**config.mk**
```make
export PLATFORM = sky130hd
export DESIGN_NAME = lcd_spi_monitor
export DESIGN_NICKNAME = d
export VERILOG_FILES = /design/src/rtl/lcd_spi_monitor_pkg.sv /design/src/rtl/lcd_spi_monitor_fifo.sv /design/src/rtl/lcd_spi_monitor.sv
export SDC_FILE = /design/constraint.sdc
export NUM_CORES = 1
export LEC_CHECK = 0
export CORE_UTILIZATION = 40
export DETAILED_ROUTE_END_ITERATION = 16
export GPL_TIMING_DRIVEN = 0
export PLACE_DENSITY = 0.58
export RECOVER_POWER = 50
export SETUP_SLACK_MARGIN = 0.05
export SYNTH_ARGS = -nofsm -noshare
export SYNTH_HDL_FRONTEND = slang
export SYNTH_SLANG_ARGS = --single-unit
```
**constraint.sdc**
```tcl
create_clock -name clk -period 3.1 [get_ports clk]
set_input_delay 0.62 -clock clk [delete_from_list [all_inputs] [get_ports clk]]
set_output_delay 0.62 -clock clk [all_outputs]
set_load 0.02 [all_outputs]
```
**src/rtl/lcd_spi_monitor_pkg.sv**
```systemverilog
// Shared opcodes, decoder state encoding and reset defaults for the LCD bus monitor.
package lcd_spi_monitor_pkg;

  localparam logic [7:0] CMD_CASET = 8'h2A;
  localparam logic [7:0] CMD_RASET = 8'h2B;
  localparam logic [7:0] CMD_RAMWR = 8'h2C;

  localparam int DEF_FIFO_DEPTH = 16;
  localparam int DEF_COORD_W    = 9;
  localparam int DEF_COL_END    = 239;
  localparam int DEF_ROW_END    = 319;

  typedef enum logic [2:0] {
    DEC_IDLE,
    DEC_CASET,
    DEC_RASET,
    DEC_RAMWR,
    DEC_OTHER
  } dec_state_e;

  function automatic dec_state_e cmd_to_state(input logic [7:0] cmd);
    case (cmd)
      CMD_CASET: return DEC_CASET;
      CMD_RASET: return DEC_RASET;
      CMD_RAMWR: return DEC_RAMWR;
      default:   return DEC_OTHER;
    endcase
  endfunction

endpackage

```
**src/rtl/lcd_spi_monitor_fifo.sv**
```systemverilog
// Generic synchronous FIFO with valid/ready head and full flag; a write while
// full is accepted only if the head is popped in the same cycle.
module sync_fifo #(
  parameter int WIDTH = 9,
  parameter int DEPTH = 16
) (
  input  logic             clk,
  input  logic             resetn,
  input  logic             wr_en_i,
  input  logic [WIDTH-1:0] wr_data_i,
  output logic             full_o,
  output logic             rd_valid_o,
  output logic [WIDTH-1:0] rd_data_o,
  input  logic             rd_ready_i
);

  localparam int AW = $clog2(DEPTH);

  logic [WIDTH-1:0] mem_q [DEPTH];
  logic [AW-1:0]    wr_ptr_q, rd_ptr_q;
  logic [AW:0]      count_q;
  logic             push, pop;

  assign rd_valid_o = (count_q != '0);
  assign full_o     = (count_q == (AW+1)'(DEPTH));
  assign pop        = rd_valid_o && rd_ready_i;
  assign push       = wr_en_i && (!full_o || pop);
  // Head reads as zero when empty so the outputs have a defined reset value.
  assign rd_data_o  = rd_valid_o ? mem_q[rd_ptr_q] : '0;

  always_ff @(posedge clk) begin
    if (push) mem_q[wr_ptr_q] <= wr_data_i;
  end

  always_ff @(posedge clk or negedge resetn) begin
    if (!resetn) begin
      wr_ptr_q <= '0;
      rd_ptr_q <= '0;
      count_q  <= '0;
    end else begin
      if (push) wr_ptr_q <= wr_ptr_q + AW'(1);
      if (pop)  rd_ptr_q <= rd_ptr_q + AW'(1);
      case ({push, pop})
        2'b10:   count_q <= count_q + (AW+1)'(1);
        2'b01:   count_q <= count_q - (AW+1)'(1);
        default: count_q <= count_q;
      endcase
    end
  end

endmodule

```
**src/rtl/lcd_spi_monitor.sv**
```systemverilog
// Passive LCD write-bus monitor: bit capture, byte FIFO for host readback, and
// a CASET/RASET/RAMWR decoder that reports every written pixel with its coordinate.
module lcd_spi_monitor
  import lcd_spi_monitor_pkg::*;
#(
  parameter int FIFO_DEPTH = DEF_FIFO_DEPTH,
  parameter int COORD_W    = DEF_COORD_W,
  parameter int DEF_X1     = DEF_COL_END,
  parameter int DEF_Y1     = DEF_ROW_END
) (
  input  logic               clk,
  input  logic               resetn,
  input  logic               lcd_resetn,
  input  logic               lcd_cs,
  input  logic               lcd_rs,
  input  logic               lcd_data,
  output logic               byte_valid,
  output logic [7:0]         byte_data,
  output logic               byte_rs,
  input  logic               byte_ready,
  output logic               fifo_overflow,
  output logic               frame_error,
  output logic               pix_valid,
  output logic [15:0]        pix_data,
  output logic [COORD_W-1:0] pix_x,
  output logic [COORD_W-1:0] pix_y,
  output logic               frame_done
);

  logic [7:0] shift_q;
  logic [2:0] bit_cnt_q;
  logic       strobe_q;
  logic [7:0] strobe_byte_q;
  logic       strobe_rs_q;
  logic       frame_error_q;
  logic       overflow_q;
  logic [7:0] byte_d;

  assign byte_d = {shift_q[6:0], lcd_data};

  always_ff @(posedge clk or negedge resetn) begin
    if (!resetn) begin
      shift_q       <= '0;
      bit_cnt_q     <= '0;
      strobe_q      <= 1'b0;
      strobe_byte_q <= '0;
      strobe_rs_q   <= 1'b0;
      frame_error_q <= 1'b0;
    end else begin
      strobe_q      <= 1'b0;
      frame_error_q <= 1'b0;
      if (!lcd_cs) begin
        shift_q   <= byte_d;
        bit_cnt_q <= bit_cnt_q + 3'd1;
        if (bit_cnt_q == 3'd7) begin
          strobe_q      <= 1'b1;
          strobe_byte_q <= byte_d;
          strobe_rs_q   <= lcd_rs;
        end
      end else begin
        bit_cnt_q <= '0;
        if (bit_cnt_q != 3'd0) frame_error_q <= 1'b1;
      end
    end
  end

  logic       fifo_full;
  logic [8:0] fifo_head;

  sync_fifo #(
    .WIDTH(9),
    .DEPTH(FIFO_DEPTH)
  ) u_fifo (
    .clk       (clk),
    .resetn    (resetn),
    .wr_en_i   (strobe_q),
    .wr_data_i ({strobe_rs_q, strobe_byte_q}),
    .full_o    (fifo_full),
    .rd_valid_o(byte_valid),
    .rd_data_o (fifo_head),
    .rd_ready_i(byte_ready)
  );

  assign byte_rs   = fifo_head[8];
  assign byte_data = fifo_head[7:0];

  always_ff @(posedge clk or negedge resetn) begin
    if (!resetn) begin
      overflow_q <= 1'b0;
    end else if (strobe_q && fifo_full && !(byte_valid && byte_ready)) begin
      overflow_q <= 1'b1;
    end
  end

  typedef struct packed {
    dec_state_e         state;
    logic [2:0]         pidx;
    logic [7:0]         p0;
    logic [7:0]         p1;
    logic [7:0]         p2;
    logic [7:0]         hi;
    logic               have_hi;
    logic [COORD_W-1:0] x0;
    logic [COORD_W-1:0] x1;
    logic [COORD_W-1:0] y0;
    logic [COORD_W-1:0] y1;
    logic [COORD_W-1:0] x;
    logic [COORD_W-1:0] y;
    logic               pix_valid;
    logic               frame_done;
    logic [15:0]        pix_data;
    logic [COORD_W-1:0] pix_x;
    logic [COORD_W-1:0] pix_y;
  } dec_t;

  localparam dec_t DEC_RST = '{
    state:   DEC_IDLE,
    x1:      COORD_W'(DEF_X1),
    y1:      COORD_W'(DEF_Y1),
    default: '0
  };

  dec_t               dec_q;
  logic [COORD_W-1:0] par_start, par_end;

  assign par_start = COORD_W'({dec_q.p0, dec_q.p1});
  assign par_end   = COORD_W'({dec_q.p2, strobe_byte_q});

  always_ff @(posedge clk or negedge resetn) begin
    if (!resetn) begin
      dec_q <= DEC_RST;
    end else if (!lcd_resetn) begin
      dec_q <= DEC_RST;
    end else begin
      dec_q.pix_valid  <= 1'b0;
      dec_q.frame_done <= 1'b0;
      if (strobe_q && !strobe_rs_q) begin
        // Any command aborts the current sequence, including a half pixel.
        dec_q.state   <= cmd_to_state(strobe_byte_q);
        dec_q.pidx    <= '0;
        dec_q.have_hi <= 1'b0;
        dec_q.x       <= dec_q.x0;
        dec_q.y       <= dec_q.y0;
      end else if (strobe_q) begin
        case (dec_q.state)
          DEC_CASET, DEC_RASET: begin
            if (dec_q.pidx != 3'd4) dec_q.pidx <= dec_q.pidx + 3'd1;
            case (dec_q.pidx)
              3'd0: dec_q.p0 <= strobe_byte_q;
              3'd1: dec_q.p1 <= strobe_byte_q;
              3'd2: dec_q.p2 <= strobe_byte_q;
              3'd3: begin
                if (dec_q.state == DEC_CASET) begin
                  dec_q.x0 <= par_start;
                  dec_q.x1 <= par_end;
                end else begin
                  dec_q.y0 <= par_start;
                  dec_q.y1 <= par_end;
                end
              end
              default: ;
            endcase
          end
          DEC_RAMWR: begin
            if (!dec_q.have_hi) begin
              dec_q.hi      <= strobe_byte_q;
              dec_q.have_hi <= 1'b1;
            end else begin
              dec_q.have_hi   <= 1'b0;
              dec_q.pix_valid <= 1'b1;
              dec_q.pix_data  <= {dec_q.hi, strobe_byte_q};
              dec_q.pix_x     <= dec_q.x;
              dec_q.pix_y     <= dec_q.y;
              if (dec_q.x == dec_q.x1) begin
                dec_q.x <= dec_q.x0;
                if (dec_q.y == dec_q.y1) begin
                  dec_q.y          <= dec_q.y0;
                  dec_q.frame_done <= 1'b1;
                end else begin
                  dec_q.y <= dec_q.y + COORD_W'(1);
                end
              end else begin
                dec_q.x <= dec_q.x + COORD_W'(1);
              end
            end
          end
          default: ;
        endcase
      end
    end
  end

  assign fifo_overflow = overflow_q;
  assign frame_error   = frame_error_q;
  assign pix_valid     = dec_q.pix_valid;
  assign pix_data      = dec_q.pix_data;
  assign pix_x         = dec_q.pix_x;
  assign pix_y         = dec_q.pix_y;
  assign frame_done    = dec_q.frame_done;

endmodule

```
# Yosys cells after proc, flatten, opt, wreduce, memory -nomap -nowiden
# Memory sizes are Yosys's and may differ from the RTL's.
# Cells that the tools add are included.
# Widths: inputs -> output; s select.
totals:
  output_inout_bits: 48
  n_memories: 1
  mem_bits_rw: 144
  register_bits: 150
  wordCells: 137
mem_list:
  columns: ["memory", "words", "word_bits", "rd", "rd_ports_with_merged_regs", "write_ports", "line", "rtl"]
  rows:
  - ["u_fifo.mem_q", 16, 9, 1, 0, 1, "lcd_spi_monitor_fifo.sv:19", "logic [WIDTH-1:0] mem_q [DEPTH];"]
op_classes:
  muxes: 38
  n_eq_ne: 35
  add_sub_neg: 8
  bitwise_logic: 1
  reduce_logical: 26
ops:
  columns: ["op", "count"]
  rows:
  - ["$mux 36", 4]
  - ["$mux 129", 1]
  - ["$mux 126", 1]
  - ["$mux 54", 2]
  - ["$mux 18", 3]
  - ["$mux 9", 5]
  - ["$mux 32", 1]
  - ["$mux 8", 4]
  - ["$mux 27", 1]
  - ["$eq 8x6->1 const B", 3]
  - ["$reduce_and 4->1", 6]
  - ["$ne 2x1->1 const B", 10]
  - ["$add 9x1->9 const B", 2]
  - ["$eq 9x9->1", 2]
  - ["$ne 3x1->1 const B", 6]
  - ["$eq 3x2->1 const B", 4]
  - ["$mux 3", 4]
  - ["$mux 1", 10]
  - ["$pmux 5 s2", 1]
  - ["$reduce_and 5->1", 2]
  - ["$pmux 3 s3", 1]
  - ["$add 4x1->4 const B", 2]
  - ["$add 3x1->3 const B", 2]
  - ["$eq 3x1->1 const B", 2]
  - ["other kinds (19)", 29]

# Depth between registers and ports, before layout
# Gate-level depths: netlist (run 1).
logic_depth:
  word_depth: 8
  depth_mapped: 9
  mapped_depth_nobuf: 9

# By module
# From an unflattened synthesis (run 1), not the netlist that was laid out.
unflattened:
  hier_cells: 918
  hier_area_um2: 12887.4
modules_own_cells:
  columns: ["module", "cells_each", "area_each_um2", "instances", "seq_area_each_um2"]
  rows:
  - ["lcd_spi_monitor", 597, 6444.9, 1, 3445.8]
  - ["sync_fifo", 321, 6442.4, 1, 4649.5]

# Worst setup path after synthesis (run 1)
# No wires, ideal clock.
synth_timing:
  path_kind: "register to register"
  from: "reg u_fifo.count_q[1]"
  to: "reg u_fifo.count_q[4]"
  path_buffers: 0
  required_time_ps: 3020
  stages_incl_launch_ff: 10
  t_arrival_ps: 2602
  slack_ps: 418
  cell_sequence: "dfrtp_1 or4_4 o21ai_2 nor2_1 xor2_1 ha_1 o31a_1 or4_1 o21ai_0 xnor2_1"
synth_via:
  elab_chain_cells: 6
  word_cells_on_any_way: 12
synth_rtl:
  columns: ["item", "line", "rtl"]
  rows:
  - ["from (decl)", "lcd_spi_monitor_fifo.sv:21", "logic [AW:0] count_q;"]
  - ["from (signal assigned)", "lcd_spi_monitor_fifo.sv:44", "2'b10: count_q <= count_q + (AW+1)'(1);"]
  - ["from (signal assigned)", "lcd_spi_monitor_fifo.sv:45", "2'b01: count_q <= count_q - (AW+1)'(1);"]
  - ["from (signal assigned)", "lcd_spi_monitor_fifo.sv:46", "default: count_q <= count_q;"]
  - ["$eq 5x5->1 / $reduce_bool 5->1 (equally long branches)", "lcd_spi_monitor_fifo.sv:25, lcd_spi_monitor_fifo.sv:24", null]
  - ["$logic_not 1->1 / $logic_and 1x1->1 (equally long branches)", "lcd_spi_monitor_fifo.sv:27, lcd_spi_monitor_fifo.sv:26", null]
  - ["$logic_or 1x1->1", "lcd_spi_monitor_fifo.sv:27", "assign push = wr_en_i && (!full_o || pop);"]
  - ["$logic_and 1x1->1", "lcd_spi_monitor_fifo.sv:27", null]
  - ["$eq 2x1->1 / $eq 2x2->1 (equally long branches)", "lcd_spi_monitor_fifo.sv:43", "case ({push, pop})"]
  - ["$pmux 5 s2 / $reduce_bool 2->1 (equally long branches)", null, null]
# Parallel ways exist; a longest one is shown, timed or not.
# A chain may end at the register's enable or synchronous reset.

# Final worst setup path (run 1)
layout_timing:
  from: "reg u_fifo.rd_ptr_q[0]"
  to: "out byte_data[7]"
layout_via:
  elab_chain_cells: 2
layout_rtl:
  columns: ["item", "line", "rtl"]
  rows:
  - ["from (decl)", "lcd_spi_monitor_fifo.sv:20", "logic [AW-1:0] wr_ptr_q, rd_ptr_q;"]
  - ["from (signal assigned)", "lcd_spi_monitor_fifo.sv:42", "if (pop) rd_ptr_q <= rd_ptr_q + AW'(1);"]
  - ["$mem_v2 16x9", null, null]
  - ["$mux 9", "lcd_spi_monitor_fifo.sv:29", "assign rd_data_o = rd_valid_o ? mem_q[rd_ptr_q] : '0;"]
  - ["to (decl)", "lcd_spi_monitor.sv:18", "output logic [7:0] byte_data,"]
# Every way passes these cells.

==> results of run 1 <==
## kinds of logic (layout without fill, tap and decap cells)
group / after synthesis / count (layout)
AOI/OAI and AO/OA: 138 / 138
buffers and inverters: 96 / 218
DFF: 294 / 294
adders and majority gates: 17 / 17
xor gates and xnor gates: 33 / 33
and+or+nand+nor: 225 / 225
muxes: 95 / 95
## flip-flops by register name (all words and copies together) (netlist names), 5 cells and up
name and count:
dec_q 79, pix_data 16, pix_x 9, pix_y 9
shift_q 7, strobe_byte_q 8, u_fifo.count_q 5, u_fifo.mem_q 144
## through the flow
step / setup TNS [ns] / hold slack (ns) / power, mW / util / setup WS, ns
6_report: -0.452 / 0.478 / 10.8 / 0.486 / -0.0725
5_1_grt: -1.16 / 0.503 / 11.2 / 0.486 / -0.167
4_1_cts: -1.01 / 0.0152 / 10.7 / 0.483 / -0.131
3_5_place_dp: -8.51 / 0.476 / 6.81 / 0.446 / -0.404
3_3_place_gp: -722.93 / 0.459 / 6.77 / 0.444 / -4.89
2_1_floorplan: 0 / 0.324 / 6.02 / - / 0.418
## power by group through the flow
stage	combinational (mW)	sequential, mW	clock, mW
after CTS	2.27	4.50	3.92
final	2.40	4.50	3.85
after global placement	2.21	4.56	0
after floorplan	1.53	4.48	0
after global routing	2.56	4.53	4.09
after detailed placement	2.24	4.57	0
## path summary, 6_finish.rpt
kind / cells past startpoint / slack, ns / to / from
max in group asynchronous: 1 / 0.69 / bit_cnt_q[0] / resetn
max: 6 / -0.07 / byte_data[7] / u_fifo.rd_ptr_q[0]
min: 1 / 0.48 / bit_cnt_q[0] / bit_cnt_q[0]
min reg2reg: 1 / 0.48 / bit_cnt_q[0] / bit_cnt_q[0]
max reg2reg: 6 / 0.35 / dec_q[41] / strobe_rs_q
min in group asynchronous: 1 / 0.97 / pix_y[6] / resetn
## area by class of cell
| cell class | count | area (um2) |
|---|---|---|
| inverter | 24 | 90.1 |
| timing repair buffer | 65 | 669 |
| fill | 2718 | 15900 |
| buffer | 72 | 468 |
| clock buffer | 46 | 882 |
| clock inverter | 11 | 183 |
| sequential | 294 | 8100 |
| tap | 396 | 495 |
| multi-input combinational | 508 | 4180 |
## synth_stat cells, drive strengths merged, types with 3 or more instances
cell     number
mux2i        14
a21o          3
mux2         36
nor3b         4
edfxtp      144
ha           17
a21oi        24
o21ai        42
buf          46
o31ai         4
or3           4
nor4          3
and2          9
nand2        69
mux4         45
nand4b        3
nand4         9
xor2         15
nand3        17
dfstp        14
o22ai         3
inv          24
clkbuf       26
o31a          3
nor2         52
dfrtp       136
nand2b        5
a31oi         6
or4           3
nor3          7
xnor2        18
and3         16
nor2b        21
a22o         27
o221ai        5
a32oi         3
o2bb2ai       7
## per-layer routing
metal | up-vias | part of all wire | global-route usage
met4 | 0 | 0.018 | 0.0441
met3 | 39 | 0.035 | 0.0216
li1 | 3516 | - | -
met5 | - | 0 | 0
met1 | 3836 | 0.47 | 0.263
met2 | 150 | 0.48 | 0.302
## worst max-delay path: cells and delay by family, from the launching register on
| kind | cells | cell delay (ns) |
|---|---|---|
| buffers and inverters | 3 | 0.44 |
| and+or+nand+nor | 1 | 0.15 |
| muxes | 2 | 1.02 |
| DFF | 1 | 0.40 |
## repair_timing
action / 4_1_cts / 5_1_grt
hold buffers: 0 / 0
gates cloned: 0 / 2
gates resized for setup: 55 / 14
setup buffers: 4 / 3
endpoints found under the setup margin: 10 / 16
pin swaps: 1 / 1
==> metrics.md, run 1 <==
| Metric | Value |
|---|---|
| Via/cell ratio | `about 5.3` |
| Post-synth EDFFs | `between 100 and 150` |
| Total gr overflow | `0` |
| First-pass GRT wire length | `between 40 and 50 mm` |
| Most common cell after layout, fill and taps aside | `edfxtp_1` |
| Row count | `64` |
| Antenna Diode Count | `0` |
| Synth area leader | `edfxtp_1` |
| CP arrival | `roughly 2.6 ns` |
| Clock Path Buffers | `3` |
| Post-Place Cell Area | `0.0138 mm2` |
| CP Data Required Time | `2.48 ns` |
| Worst Path Max Fanout | `6` |
| Tcrit/Tclk final | `1.02` |
| Remaining antenna violation count | `0` |
| Clk pwr share | `0.358` |
| DIE WIDTH | `~180 um` |
| Mapped cell area | `between 0.01 and 0.015 mm2` |
| Critical path's slowest cell | `mux4_2` |
| Die Ht | `~180 um` |
| TritonCTS clock tree | `done` |
| CTS H-tree lvls | `1` |
| Total of max-cap violations | `1` |
| Final non-filler cell area | `0.0151 mm2` |
| Clock Skew | `~0.013 ns` |
| Syn Inst Count | `898` |
| CP startpoint kind | `register` |
| Synth top area cells | `edfxtp_1, dfrtp_1, mux4_2` |
| Peak VDD IR | `just under 0.4 mV` |
| Post-synthesis sequential area ratio | `0.636` |
| Switch share | `0.265` |
| Crit path largest cell delay | `between 0.5 and 0.6 ns` |
| Synth Area in XOR/XNOR | `0.0227` |
| Synth Area in Simple Gates | `0.0873` |
| Final WS setup | `-0.0725 ns` |
| Antenna violations before repair | `0` |
| Most common flop cell mapped by yosys | `edfxtp_1` |
| Vias in the first global route | `~7700` |
| Comb power frac | `0.223` |
| Synth Area in Adders | `0.0167` |
| Slew margin rel. | `-0.648` |
| Flop pwr share | `0.419` |
| Compound-Gate Fraction of Synth Area | `0.0749` |
| Final setup viols | `9` |
| Kind of critical path | `register to output pin` |
| Async SR Flop Fraction | `0.510` |
| Yosys reg bits | `between 200 and 300` |
| Die area | `approximately 0.033 mm2` |
| Status | `finished with violations` |
| Placed insts | `approximately 1400` |
| Failing checks | `capacitance limit, slew limit, setup timing` |
| HP Class | `register to register` |
| Most frequent cells in the layout | `edfxtp_1, dfrtp_1, nand2_1` |
| CTS Sinks | `slightly below 300` |
| Pins Over Slew Limit | `54` |
| CP endpoint kind | `output pin` |
| Tightest Pin Transition | `around 2.5 ns` |
| Max Fclk | `~0.32 GHz` |
| Post-synthesis mux area share | `0.122` |
| Cell Chain, Critical Path | `buf_12 > buf_12 > mux4_2 > mux4_2 > nor2b_1 > buf_2` |
| All-Layer GR Usage | `0.185` |
| DR pass1 iterations | `5` |
| Post-DP HPWL | `19.4 mm` |
| Ports | `55` |
| Pleak | `roughly 6.1 nW` |
| Syn_area_per_cell | `around 14 um2` |
| Largest family of logic cells by synthesized area | `multiplexers` |
| Port Buffers | `54` |
| DR vias | `around 7500` |
| Power per cell area | `714 mW/mm2` |
| Clk slew on worst S/H paths | `about 0.06 ns` |
| Synth cell types | `60` |
| P_sw | `approximately 2.8 mW` |
| Starting density of the core | `0.411` |
| Largest net degree at the start of global routing | `about 100` |
| Area growth, synth to finish | `18.3%` |
| Layout Cells excl Fill | `about 1400` |
| Syn nets | `about 900` |
| Clock root cell | `clkbuf_16` |
| RD Place Congestion | `~0.82` |
| Fin nets | `about 1000` |
| Routed WL | `slightly below 30 mm` |
| Tmin final | `roughly 3.2 ns` |
| Final Hold Fails | `0` |
| Area of the core | `slightly above 0.03 mm2` |
| Wire length per cell | `~21 um` |
| RSZ-0062 raised after global routing | `yes` |
| Ys Warns | `0` |
| Internal power | `a little under 8 mW` |
| Starting DRT DRC Count | `407` |
| Share of layout cells above drive strength 1 | `0.215` |
| Synth top area share | `0.340` |
| CTS Buf Count | `31` |
| Worst-Skew Late Latency | `around 0.55 ns` |
| Drt drc | `0` |
Power figures use the tool's default switching activity.
==> run 2, diff against run 1 <==
--- a/config.mk
+++ b/config.mk
@@ -5,10 +5,10 @@
 export SDC_FILE = /design/constraint.sdc
 export NUM_CORES = 1
 export LEC_CHECK = 0
-export CORE_UTILIZATION = 40
+export CORE_UTILIZATION = 48
 export DETAILED_ROUTE_END_ITERATION = 16
 export GPL_TIMING_DRIVEN = 0
-export PLACE_DENSITY = 0.58
+export PLACE_DENSITY = 0.67
 export RECOVER_POWER = 50
 export SETUP_SLACK_MARGIN = 0.05
 export SYNTH_ARGS = -nofsm -noshare
==> metrics.md, run 2 (same netlist as run 1, synthesis figures left out) <==
| Metric | Value |
|---|---|
| All-Layer GR Usage | `0.218` |
| Final Hold Fails | `0` |
| TritonCTS clock tree | `done` |
| Worst Path Max Fanout | `8` |
| Ports | `55` |
| Top reg by flops | `u_fifo.mem_q` |
| Kind of critical path | `register to output pin` |
| CP Data Required Time | `2.48 ns` |
| Clock Path Buffers | `3` |
| CP endpoint kind | `output pin` |
| CP startpoint kind | `register` |
| Sequential standard cell area | `roughly 0.008 mm2` |
| Most common cell after layout, fill and taps aside | `edfxtp_1` |
| WHS | `around 0.47 ns` |
| Total gr overflow | `0` |
| Max Fclk | `around 0.31 GHz` |
| Multi-input combinational cell area | `0.00418 mm2` |
| CTS Sinks | `a little under 300` |
| Status | `finished with violations` |
| Routed WL | `roughly 28 mm` |
| Antenna violations before repair | `0` |
| Clock Skew | `0.0125 ns` |
| Tightest Pin Transition | `around 1.8 ns` |
| Post-DP HPWL | `18.7 mm` |
| Hold-fix buffers, CTS | `0` |
| Remaining antenna violation count | `0` |
| Via/cell ratio | `5.66` |
| Peak VDD IR | `slightly above 1 mV` |
| Drt drc | `0` |
| DIE WIDTH | `between 150 and 200 um` |
| Row count | `59` |
| Total of max-cap violations | `1` |
| Starting density of the core | `0.489` |
| CTS H-tree lvls | `1` |
| Largest register FFs | `~140` |
| Port Buffers | `54` |
| Failing checks | `capacitance limit, slew limit, setup timing` |
| Filler cell count | `about 2100` |
| Starting DRT DRC Count | `621` |
| Die Ht | `around 160 um` |
| Most frequent cells in the layout | `edfxtp_1, dfrtp_1, nand2_1` |
| First-pass GRT wire length | `around 44 mm` |
| Reg2reg path depth | `9` |
| Power per cell area | `725 mW/mm2` |
| Pins Over Slew Limit | `74` |
| CTS Buf Count | `30` |
| Final WS setup | `-0.105 ns` |
| Clock root cell | `clkbuf_16` |
| Tcrit/Tclk final | `1.03` |
| Tmin final | `3.20 ns` |
| Largest regs | `u_fifo.mem_q x144, dec_q x79, pix_data x16` |
| Post-Place Setup Slack | `-0.368 ns` |
| Slew margin rel. | `-0.207` |
| Clk slew on worst S/H paths | `approximately 0.060 ns` |
| Share of layout cells above drive strength 1 | `0.219` |
| Hold path cells | `1` |
| HP Class | `register to register` |
| CP arrival | `about 2.6 ns` |
| Area of the core | `approximately 0.026 mm2` |
| Final non-filler cell area | `between 0.015 and 0.02 mm2` |
| Post-Place Cell Area | `~0.014 mm2` |
| DR pass1 iterations | `5` |
| Area growth, synth to finish | `17.8%` |
| Vias in the first global route | `roughly 7600` |
| DR vias | `7671` |
| Die area | `between 0.02 and 0.03 mm2` |
| Largest net degree at the start of global routing | `79` |
| RSZ-0062 raised after global routing | `yes` |
| RD Place Congestion | `roughly 0.85` |
| Worst-Skew Late Latency | `about 0.56 ns` |
| Antenna Diode Count | `0` |
| Final setup viols | `9` |
| Wire length per cell | `21.0 um` |
| Fin nets | `~1000` |
| Pleak | `6.07 nW` |
| Total Power | `between 10 and 15 mW` |
## run 2: changes by cell type in the layout (fill, tap and decap cells not counted), sizes merged
cell / before / now
clkinv: 6 / 12
dlygate4sd2: 1 / 0
bufinv: 5 / 6
clkbuf: 75 / 68
clkinvlp: 0 / 1
## run 2: repair_timing
| action | in CTS | in global routing |
|---|---|---|
| pin swaps | 1 | 0 |
| setup buffers | 8 | 0 |
| setup endpoints to repair | 10 | 11 |
| resized for setup | 72 | 9 |
| gates cloned | 2 | 1 |
## run 2: metal layers
| layer | global-route usage | vias to the layer above | wire, um |
|---|---|---|---|
| li1 | - | 3523 | - |
| met1 | 0.293 | 3895 | 12400 |
| met2 | 0.367 | 198 | 14000 |
| met3 | 0.0291 | 55 | 1260 |
| met4 | 0.0701 | 0 | 770 |
| met5 | 0 | - | 0 |
## run 2: worst max-delay path, cell delays in order (launching register included)
cell and delay, ns:
dfrtp_2 0.41, buf_12 0.17, buf_12 0.13, mux4_2 0.53
mux4_2 0.47, nor2b_1 0.15, buf_2 0.16
## run 2: cell type report
type | instances | share of cell area
Sequential cell | 294 | 0.540
Multi-Input combinational cell | 508 | 0.279
Clock buffer | 37 | 0.0532
Timing Repair Buffer | 66 | 0.0459
Buffer | 72 | 0.0318
Tap cell | 335 | 0.0279
Clock inverter | 19 | 0.0168
Inverter | 24 | 0.00600
## run 2: stage by stage
step | TNS, ns | util | instances
3_5_place_dp | -4.18 | 0.527 | 1288
3_3_place_gp | -699.82 | 0.526 | 1287
2_1_floorplan | 0 | - | 898
6_report | -0.657 | 0.576 | 1355
5_1_grt | -3.89 | 0.576 | 1355
4_1_cts | -1.10 | 0.575 | 1354
## run 2: worst paths after layout
check / startpoint / to / slack, ns
setup / recovery: u_fifo.rd_ptr_q[0] / byte_data[5] / -0.10
hold / removal: bit_cnt_q[0] / bit_cnt_q[0] / 0.47
setup reg to reg: u_fifo.count_q[1] / u_fifo.count_q[4] / 0.03
hold reg to reg: bit_cnt_q[0] / bit_cnt_q[0] / 0.47
max in group asynchronous: resetn / u_fifo.rd_ptr_q[0] / 0.47
min in group asynchronous: resetn / pix_data[0] / 0.53
## run 2: power by group
| group | total, mW | leakage (nW) | switching, mW | internal, mW |
|---|---|---|---|---|
| combinational | 2.56 | 2.22 | 1.16 | 1.40 |
| sequential | 4.50 | 3.33 | 0.218 | 4.28 |
| clock | 3.83 | 0.514 | 1.50 | 2.33 |
| total | 10.9 | 6.07 | 2.88 | 8.00 |
==> run 3, diff against run 2 <==
--- a/config.mk
+++ b/config.mk
@@ -8,6 +8,7 @@
 export CORE_UTILIZATION = 48
 export DETAILED_ROUTE_END_ITERATION = 16
 export GPL_TIMING_DRIVEN = 0
+export HOLD_SLACK_MARGIN = 0.15
 export PLACE_DENSITY = 0.67
 export RECOVER_POWER = 50
 export SETUP_SLACK_MARGIN = 0.05
==> metrics.md, run 3 (same netlist as run 1, synthesis figures left out) <==
| Metric | Value |
|---|---|
| Status | `finished with violations` |
| Failing checks | `capacitance limit, slew limit, setup timing` |
| Most frequent cells in the layout | `edfxtp_1, dfrtp_1, nand2_1` |
| Pins Over Slew Limit | `74` |
| Largest register FFs | `144` |
| Die area | `roughly 0.027 mm2` |
| Wire length per cell | `21.0 um` |
| CP startpoint kind | `register` |
| Worst-Skew Late Latency | `~0.56 ns` |
| P_sw | `2.89 mW` |
| Starting DRT DRC Count | `roughly 600` |
| Clk slew on worst S/H paths | `approximately 0.06 ns` |
| Port Buffers | `54` |
| Switch share | `0.265` |
| Clock Skew | `roughly 0.012 ns` |
| DR vias | `7692` |
| Slew margin rel. | `-0.205` |
| Total of max-cap violations | `1` |
| Internal power | `between 8 and 9 mW` |
| Row count | `59` |
| Comb power frac | `0.236` |
| CP endpoint kind | `output pin` |
| CP arrival | `2.59 ns` |
| Power per cell area | `725 mW/mm2` |
| Final setup viols | `9` |
| Peak VDD IR | `just over 1 mV` |
| Post-Place Setup Slack | `-0.368 ns` |
| Drt drc | `0` |
| All-Layer GR Usage | `0.218` |
| Antenna Diode Count | `0` |
| Die Ht | `165 um` |
| Ports | `55` |
| Largest regs | `u_fifo.mem_q x144, dec_q x79, pix_data x16` |
| Routed WL | `between 20 and 30 mm` |
| CTS Sinks | `294` |
| TritonCTS clock tree | `done` |
| Remaining antenna violation count | `0` |
| Area of the core | `between 0.02 and 0.03 mm2` |
| Final Hold Fails | `0` |
| Area growth, synth to finish | `17.9%` |
| Share of layout cells above drive strength 1 | `0.218` |
| Final non-filler cell area | `between 0.015 and 0.02 mm2` |
| Max Fclk | `0.312 GHz` |
| Antenna violations before repair | `0` |
| CP Data Required Time | `2.48 ns` |
| RD Place Congestion | `0.850` |
| Kind of critical path | `register to output pin` |
| HP Class | `register to register` |
| Total gr overflow | `0` |
| Post-Place Cell Area | `between 0.01 and 0.015 mm2` |
| Via/cell ratio | `between 5 and 6` |
| Most common cell after layout, fill and taps aside | `edfxtp_1` |
| Tmin final | `3.21 ns` |
| Clock Path Buffers | `3` |
| Largest net degree at the start of global routing | `just under 80` |
| Vias in the first global route | `7637` |
| Worst Path Max Fanout | `8` |
| DR pass1 iterations | `5` |
| First-pass GRT wire length | `about 44 mm` |
| Final WS setup | `-0.106 ns` |
| Tightest Pin Transition | `roughly 1.8 ns` |
| Pleak | `approximately 6.1 nW` |
| DIE WIDTH | `approximately 160 um` |
| Starting density of the core | `0.489` |
| Setup TNS | `-0.690 ns` |
| CTS H-tree lvls | `1` |
| Clock root cell | `clkbuf_16` |
| Flop pwr share | `0.413` |
| Tcrit/Tclk final | `1.03` |
| Fin nets | `1021` |
| CTS Buf Count | `30` |
| Top reg by flops | `u_fifo.mem_q` |
| Clk pwr share | `0.351` |
| RSZ-0062 raised after global routing | `yes` |
| Post-DP HPWL | `about 19 mm` |
==> run 3: changes by cell type in the layout (fill, tap and decap cells not counted) <==
cell           change
buf_6              +1
clkbuf_4           -1
dlygate4sd3_1      +1
==> run 3: path summary, 6_finish.rpt <==
| kind | startpoint | to | slack, ns | cells after the start |
|---|---|---|---|---|
| hold / removal | bit_cnt_q[0] | bit_cnt_q[0] | 0.47 | 1 |
| max in group asynchronous | resetn | u_fifo.rd_ptr_q[0] | 0.49 | 3 |
| min in group asynchronous | resetn | pix_data[0] | 1.08 | 2 |
| setup / recovery | u_fifo.rd_ptr_q[0] | byte_data[5] | -0.11 | 6 |
| hold reg to reg | bit_cnt_q[0] | bit_cnt_q[0] | 0.47 | 1 |
| setup reg to reg | u_fifo.count_q[1] | u_fifo.count_q[4] | 0.02 | 9 |
==> run 3: area by class of cell <==
type	count	area, um2
plain buffers	72	477
clock buffers	37	798
clock inverters	19	251
fillers	2065	11000
inverters	24	90.1
multi-input cells	508	4180
flip-flops and latches	294	8100
well taps	335	419
repair buffers	67	702
==> run 3: worst max-delay path, cell delays in order (launching register included) <==
cell and delay, ns:
dfrtp_2 0.41, buf_12 0.17, buf_12 0.13, mux4_2 0.53
mux4_2 0.47, nor2b_1 0.15, buf_2 0.16
==> run 3: layer usage <==
| layer | up-vias | wire length, um | track usage |
|---|---|---|---|
| met3 | 54 | 1410 | 0.0291 |
| met5 | - | 0 | 0 |
| met1 | 3887 | 12400 | 0.293 |
| met2 | 228 | 14000 | 0.367 |
| li1 | 3523 | - | - |
| met4 | 0 | 773 | 0.0701 |
==> run 3: metrics by stage <==
step	utilization	total power [mW]	hold slack, ns	std cells
3_3_place_gp	0.526	6.74	0.456	1287
4_1_cts	0.575	10.9	0.474	1355
2_1_floorplan	-	6.02	0.324	898
5_1_grt	0.576	11.3	0.487	1356
6_report	0.576	10.9	0.473	1356
3_5_place_dp	0.527	6.79	0.466	1288
==> run 3: power by group through the flow <==
stage               clock (mW)  sequential, mW  combinational [mW]
finish                    3.83            4.50                2.57
global route              4.04            4.52                2.74
CTS                       3.88            4.50                2.49
detailed placement           0            4.57                2.22
global placement             0            4.56                2.18
floorplan                    0            4.48                1.53
==> run 3: what timing repair did <==
| item | 4_1_cts | 5_1_grt |
|---|---|---|
| pin swaps | 1 | 0 |
| cloned | 2 | 1 |
| setup endpoints to repair | 10 | 11 |
| hold buffers | 1 | 0 |
| resized for setup | 72 | 9 |
| endpoints found under the hold margin | 72 | 0 |
| buffers inserted | 8 | 0 |
